`src/rtl/shift_tx_controller.sv`:
```
// Framed serial transmitter sequencer for an external 8-bit shift_register.
// A byte accepted on tx_valid/tx_ready is loaded into the shift register.
// It is then sent as: start bit (0), 8 data bits, stop bit (1).
// Each bit lasts CLKS_PER_BIT clock cycles.
//
// Handshake: a byte is transferred in the cycle where tx_valid && tx_ready
// is high. tx_ready is high only in IDLE and outside reset. The source must
// hold tx_data stable until that cycle. tx_valid is ignored while busy.
module shift_tx_controller #(
    parameter int CLKS_PER_BIT = 16,
    parameter bit MSB_FIRST    = 1'b1
) (
    input  logic       clock,
    input  logic       reset,
    input  logic [7:0] tx_data,
    input  logic       tx_valid,
    output logic       tx_ready,
    output logic [1:0] sr_mode,
    output logic [7:0] sr_data_p,
    output logic       sr_data_s,
    input  logic [7:0] sr_q,
    output logic       serial_out,
    output logic       busy,
    output logic       done,
    output logic [1:0] state_dbg
);

    localparam int TW = (CLKS_PER_BIT > 1) ? $clog2(CLKS_PER_BIT) : 1;
    localparam logic [TW-1:0] TIMER_MAX = TW'(CLKS_PER_BIT - 1);

    localparam logic [1:0] MODE_HOLD  = 2'b00;
    localparam logic [1:0] MODE_LEFT  = 2'b01;
    localparam logic [1:0] MODE_RIGHT = 2'b10;
    localparam logic [1:0] MODE_LOAD  = 2'b11;
    localparam logic [1:0] MODE_SHIFT = (MSB_FIRST != 1'b0) ? MODE_LEFT : MODE_RIGHT;

    typedef enum logic [1:0] {
        IDLE  = 2'd0,
        START = 2'd1,
        DATA  = 2'd2,
        STOP  = 2'd3
    } state_t;

    state_t        state_q, state_d;
    logic [TW-1:0] bit_timer_q, bit_timer_d;
    logic [2:0]    bit_cnt_q, bit_cnt_d;
    logic          timer_end;
    logic          accept;
    logic          line_bit;
    logic          sr_q_unused;

    // Only the bit on the shifting edge reaches the line; the rest are observed by the shift register alone.
    assign sr_q_unused = ^sr_q[6:1];

    assign sr_data_p = tx_data;
    assign sr_data_s = 1'b1;
    assign timer_end = (bit_timer_q == TIMER_MAX);
    assign tx_ready  = (state_q == IDLE) && !reset;
    assign accept    = tx_valid && tx_ready;
    assign busy      = (state_q != IDLE);
    assign state_dbg = state_q;
    assign line_bit  = (MSB_FIRST != 1'b0) ? sr_q[7] : sr_q[0];

    // Frame sequencing: next state, counters, shift register command and done pulse.
    always_comb begin
        state_d     = state_q;
        bit_timer_d = bit_timer_q;
        bit_cnt_d   = bit_cnt_q;
        sr_mode     = MODE_HOLD;
        done        = 1'b0;
        case (state_q)
            IDLE: begin
                if (accept) begin
                    sr_mode     = MODE_LOAD;
                    bit_timer_d = '0;
                    bit_cnt_d   = '0;
                    state_d     = START;
                end
            end
            START: begin
                if (timer_end) begin
                    bit_timer_d = '0;
                    state_d     = DATA;
                end else begin
                    bit_timer_d = bit_timer_q + TW'(1);
                end
            end
            DATA: begin
                if (timer_end) begin
                    // Shift on the last cycle of the period so the next bit appears at the period start.
                    sr_mode     = MODE_SHIFT;
                    bit_timer_d = '0;
                    bit_cnt_d   = bit_cnt_q + 3'd1;
                    if (bit_cnt_q == 3'd7) begin
                        state_d = STOP;
                    end
                end else begin
                    bit_timer_d = bit_timer_q + TW'(1);
                end
            end
            STOP: begin
                if (timer_end) begin
                    done        = !reset;
                    bit_timer_d = '0;
                    state_d     = IDLE;
                end else begin
                    bit_timer_d = bit_timer_q + TW'(1);
                end
            end
            default: begin
                state_d = IDLE;
            end
        endcase
    end

    // Line level decoded from registered state and shift register contents only.
    always_comb begin
        serial_out = 1'b1;
        case (state_q)
            START:   serial_out = 1'b0;
            DATA:    serial_out = line_bit;
            default: serial_out = 1'b1;
        endcase
    end

    // State and counter registers; reset aborts any frame in progress.
    always_ff @(posedge clock) begin
        if (reset) begin
            state_q     <= IDLE;
            bit_timer_q <= '0;
            bit_cnt_q   <= '0;
        end else begin
            state_q     <= state_d;
            bit_timer_q <= bit_timer_d;
            bit_cnt_q   <= bit_cnt_d;
        end
    end

endmodule

```
`config.mk`:
```
export PLATFORM = sky130hd
export DESIGN_NAME = shift_tx_controller
export DESIGN_NICKNAME = d
export VERILOG_FILES = /design/src/rtl/shift_tx_controller.sv
export SDC_FILE = /design/constraint.sdc
export NUM_CORES = 1
export LEC_CHECK = 0
export CAP_MARGIN = 20
export CORE_MARGIN = 4
export CORE_UTILIZATION = 39
export CTS_BUF_LIST = sky130_fd_sc_hd__clkbuf_8
export DETAILED_ROUTE_END_ITERATION = 8
export PLACE_DENSITY = 0.92
export SKIP_CTS_REPAIR_TIMING = 1
export SYNTH_ARGS = -nofsm -noshare
export SYNTH_HDL_FRONTEND = slang
export SYNTH_SLANG_ARGS = --single-unit
```
`constraint.sdc`:
```
create_clock -name clock -period 2.6 [get_ports clock]
set_clock_uncertainty 0.1 [all_clocks]
set_input_delay 0.26 -clock clock [delete_from_list [all_inputs] [get_ports clock]]
set_output_delay 0.26 -clock clock [all_outputs]
set_load 0.01 [all_outputs]
```
# Yosys cells after proc, flatten, opt, wreduce, memory -nomap -nowiden
# Index checks and enable logic that the tools add are counted.
[classes]
n_addsub = 2
n_reduce_logical = 9
n_eq_ne = 10
mux = 18
[ops]
columns = ["operator", "n"]
rows = [
  ["2-bit two-way mux", 6],
  ["2-bit inequality test, second input constant", 5],
  ["4-bit two-way mux", 2],
  ["2-bit one-hot mux with 4 select lines", 1],
  ["4-bit one-hot mux with 2 select lines", 1],
  ["3-bit two-way mux", 2],
  ["3-bit one-hot mux with 2 select lines", 1],
  ["5-bit AND reduction", 1],
  ["4-bit by 1-bit adder with 4-bit output, second input constant", 1],
  ["2-bit == test, second input constant", 2],
  ["4-bit == test, second input constant", 1],
  ["2-bit one-hot mux with 2 select lines", 1],
  ["2-bit nonzero test", 2],
  ["3-bit by 1-bit adder with 3-bit output, second input constant", 1],
  ["3-bit == test, second input constant", 1],
  ["1-bit two-way mux", 3],
  ["3-bit AND reduction", 1],
  ["3-bit OR reduction", 1],
  ["2-bit by 1-bit == test with 1-bit output, second input constant", 1],
  ["1-bit logical AND", 2],
  ["2-bit zero test", 1],
  ["1-bit one-hot mux with 2 select lines", 1],
  ["1-bit zero test", 1],
]
[totals]
reg_bits = 9
out_inout_bits = 17
elab_cells = 42
input_bits = 19

# Depth between registers and ports, before layout
[logic_depth]
word_depth = 5
mapped_depth = 6
ltp_nobuf = 6

# Worst setup path after synthesis
# OpenSTA, ideal clock, no wires.
[synth_timing]
kind = "reg2reg"
from = "reg state_q[0], in the netlist state_dbg[0]"
to = "reg state_q[1], in the netlist state_dbg[1]"
required_ps = 2372
t_arrival_ps = 1788
path_stages_with_launch = 7
synth_period_minus_slack_ps = 2016
path_slack_ps = 584
setup_time_ps = 128
n_path_buf = 0
cell_sequence = "dfxtp_1 -> inv_1 -> ha_1 -> or3_1 -> a222oi_1 -> mux2i_1 -> nor2_1"
[synth_between]
elab_chain_cells = 5
word_cells_on_any_way = 13
classes_between = "eq/ne: 8; mux: 1; reduce/logical: 4"
[synth_rtl]
columns = ["element", "line_no", "source"]
rows = [
  ["start, declared", "44", "state_t state_q, state_d;"],
  ["start signal, assigned", "133", "state_q <= state_d;"],
  ["2-bit zero test", "58, 71", ""],
  ["1-bit logical AND", "58", "assign tx_ready = (state_q == IDLE) && !reset;"],
  ["1-bit logical AND", "59", "assign accept = tx_valid && tx_ready;"],
  ["2-bit inequality test (no source line)", "--", ""],
  ["5-bit AND reduction (no source line)", "--", ""],
]
# Parallel ways exist; a longest one is shown, timed or not.
# A chain may end at the register's enable or synchronous reset.

# Worst setup path in the final report
[layout_timing]
from = "reg state_q[0], in the netlist state_dbg[0]"
to = "out sr_mode[0]"
[layout_between]
elab_chain_cells = 5
word_cells_on_any_way = 6
classes_between = "eq/ne: 1; mux: 2; reduce/logical: 3"
[layout_rtl]
columns = ["element", "line_no", "source"]
rows = [
  ["2-bit zero test", "58, 71", ""],
  ["1-bit logical AND", "58", ""],
  ["1-bit logical AND", "59", ""],
  ["2-bit two-way mux", "73", "if (accept) begin"],
  ["2-bit one-hot mux with 2 select lines *", "71", "case (state_q)"],
  ["end, declared", "18", "output logic [1:0] sr_mode,"],
]
# Every way passes the cells marked *; elsewhere a longest branch is shown, timed or not.

==> summary.md <==
| Metric | Value |
|---|---|
| Status | complete, no violations |
| Cells after synthesis | 80 |
| Mapped Avg Cell Area | 7.90 sq um |
| Sequential area share after synthesis | 0.285 |
| Slowest stage delay, CP | 470 ps |
| Worst skew pair latency | 240 ps |
| Largest net degree at the start of global routing | 12 |
| Core Rows | 14 |
| GR Overflow Total | 0 |
| Area leader, netlist | dfxtp_1 |
| Synth cell types | 25 |
| Clk slew on worst S/H paths | 40 ps |
| CP Cell Sequence | inv_1 > ha_1 > and3_1 > nand2b_1 > clkdlybuf4s50_1 |
| Post-DR wirelength/cell | 13.5 um |
| DRT iter0 DRCs | 20 |
| GRT Util Overall | 0.138 |
| CTS max path bufs | 2 |
| Final period utilization | 0.861 |
| Most common cell in the synthesized netlist | nand2_1 |
| Fin area | 743 sq um |
| Initial core utilization | 0.415 |
| Cts bufs inserted | 3 |
| H-tree depth | 1 |
| Slowest cell on crit path | clkdlybuf4s50_1 |
| Area of the multi-input gates | 357 sq um |
| Number of synthesized flops with an enable pin | 0 |
| Cell area after synthesis | ~630 sq um |
| Synth-to-layout area growth | 17.6% |
| Setup CP Type | reg2out |
| Worst Setup End Kind | output port |
| N_diodes | 0 |
| Initial antenna violation count | 0 |
| Relative slew slack | 0.660 |
| Worst-path maximum fanout | 7 |
| CP required | 2240 ps |
| RSZ-0062 raised after global routing | no |
| Crit start category | flop |
| Die Ht | 48.3 um |
| Final setup margin | between 300 and 400 ps |
| Register area | 180 sq um |
| Final ANT Viol Nets | 0 |
| CTS tree | built |
| Power per standard cell area | a little over 1000 nW/um^2 |
| Vias per cell | 5.57 |
| Post-DP Area | 698 sq um |
| Worst VDD drop | 0.719 mV |
| DPL Wire Length | 1.04 mm |
| Fin nets | 114 |
| Fin. Hold Viols | 0 |
| Fin. max-slew vios | 0 |
| Clock sink count | 9 |
| Gpl congestion | roughly 0.8 |
| Top FF cell, synth | dfxtp_1 |
| Pre-CTS setup slack | ~480 ps |
| LEAKAGE | roughly 0.31 nW |
| Synth top cells by count | nand2_1 (10), buf_4 (9), dfxtp_1 (9) |
| Crit path time final | 2240 ps |
| Top cells by area, synth | dfxtp_1 (29%), ha_1 (16%), buf_4 (11%), nand2_1 (5.9%), a21oi_1 (5.5%) |
| Mapped Nets | 107 |
| Post-Route Setup TNS | 0 ps |
| Worst-margin pin slew | ~510 ps |
| Layout cells sized above 1 | 0.0581 |
| Core area | 1520 sq um |
| I/O pins | 36 |
| Clock tree root driver cell | clkbuf_8 |
| Max-Cap Viols | 0 |
| Flops & latches, synth | 9 |
| Top-area cell type share of the netlist area | 0.285 |
| HP Class | reg2reg |
| Setup-failing EPs final | 0 |
| DRC violation count after routing | 0 |
| CP Data Arrival Time | around 1900 ps |
| Vias post-DR | 568 |
| Aggregate routed wire length | 1.38 mm |
| Filler cells | between 150 and 200 |
| Vias in the first global route | 518 |
| Fmax | 447 MHz |
| Die X | 48.3 um |
| First-pass GRT wire length | around 2.2 mm |
| IO buf count | 11 |
| First-pass detailed-route iteration total | 5 |
| FFs w/ async S/R, synth | 0 |
| Die area | 2330 sq um |
| Number of synthesis warnings | 0 |
==> cell usage in the layout (no fill, tap or decap) <==
cell             netlist  routed
nand3_1                3       3
dfxtp_1                9       9
a32o_1                 1       1
inv_1                  5       6
nor4b_1                1       1
a31oi_1                1       1
nand3b_1               3       3
mux2i_1                1       1
a222oi_1               1       1
nor3b_1                1       1
nand2_1               10      10
or3_1                  1       1
nand2b_1               2       2
ha_1                   8       8
buf_4                  9       1
and3_1                 1       1
nand4_1                1       1
o211ai_1               1       1
o21ai_0                4       4
clkdlybuf4s50_1        0      11
a21oi_1                7       7
conb_1                 1       1
nor2_1                 6       6
clkbuf_8               0       3
clkinvlp_2             1       1
a311oi_1               1       1
==> stage by stage <==
| stage | utilization | power, mW | hold slack [ps] | cells |
|---|---|---|---|---|
| 3_3_place_gp | 0.458 | 0.569 | 351 | 98 |
| 6_report | 0.488 | 0.748 | 375 | 102 |
| 4_1_cts | 0.488 | 0.744 | 375 | 102 |
| 3_5_place_dp | 0.458 | 0.585 | 366 | 98 |
| 2_1_floorplan | - | 0.442 | 340 | 80 |
| 5_1_grt | 0.488 | 0.802 | 400 | 102 |
==> worst paths after layout <==
check / from / end / slack, ps / cells after the start
worst min register to register: bit_cnt_q[1]$_SDFFE_PP0P_ / bit_cnt_q[1]$_SDFFE_PP0P_ / 380 / 2
worst max-delay path: state_dbg[0]$_SDFFE_PP0P_ / sr_mode[0] / 360 / 5
worst max register to register: state_dbg[0]$_SDFFE_PP0P_ / state_dbg[0]$_SDFFE_PP0P_ / 400 / 6
worst min-delay path: bit_cnt_q[1]$_SDFFE_PP0P_ / bit_cnt_q[1]$_SDFFE_PP0P_ / 380 / 2
==> where the power goes <==
group,switching (mW),internal (mW),leakage [nW]
Sequential,0.0254,0.160,0.0729
Clock,0.0567,0.103,0.0269
Combinational,0.210,0.193,0.214
Total,0.292,0.456,0.314
==> layer usage <==
metal	track usage	share of wire
met1	0.154	0.40
met2	0.219	0.51
met3	0.0701	0.074
met4	0.0645	0.019
met5	0	0
==> logic make-up (layout without fill, tap and decap cells) <==
| family | after synthesis | in the layout | share of synthesized area |
|---|---|---|---|
| simple gates | 29 | 29 | 0.230 |
| compound gates | 16 | 16 | 0.154 |
| buf+inv | 16 | 22 | 0.150 |
| flops | 9 | 9 | 0.285 |
| fa+ha+maj | 8 | 8 | 0.158 |
| other cells | 1 | 1 | 0.00593 |
| mux | 1 | 1 | 0.0158 |
==> registers in the layout (all words and copies together), names as in the netlist <==
name	cells
bit_cnt_q	3
state_dbg	2
bit_timer_q	4
==> worst max-delay path: cells and delay by family (launching register included) <==
family                   cells  cell delay [ps]
buffers and inverters        2              580
flip-flops                   1              410
AND/OR/NAND/NOR              2              350
adder cells (fa/ha/maj)      1              290
==> final cells by class <==
| type | instances | share of cell area |
|---|---|---|
| clock buffer | 3 | 0.0556 |
| sequential | 9 | 0.242 |
| clock inverter | 1 | 0.00505 |
| timing repair buffer | 12 | 0.158 |
| inverter | 6 | 0.0320 |
| tap | 16 | 0.0269 |
| multi-input combinational | 55 | 0.480 |
Power figures use the tool's default switching activity.
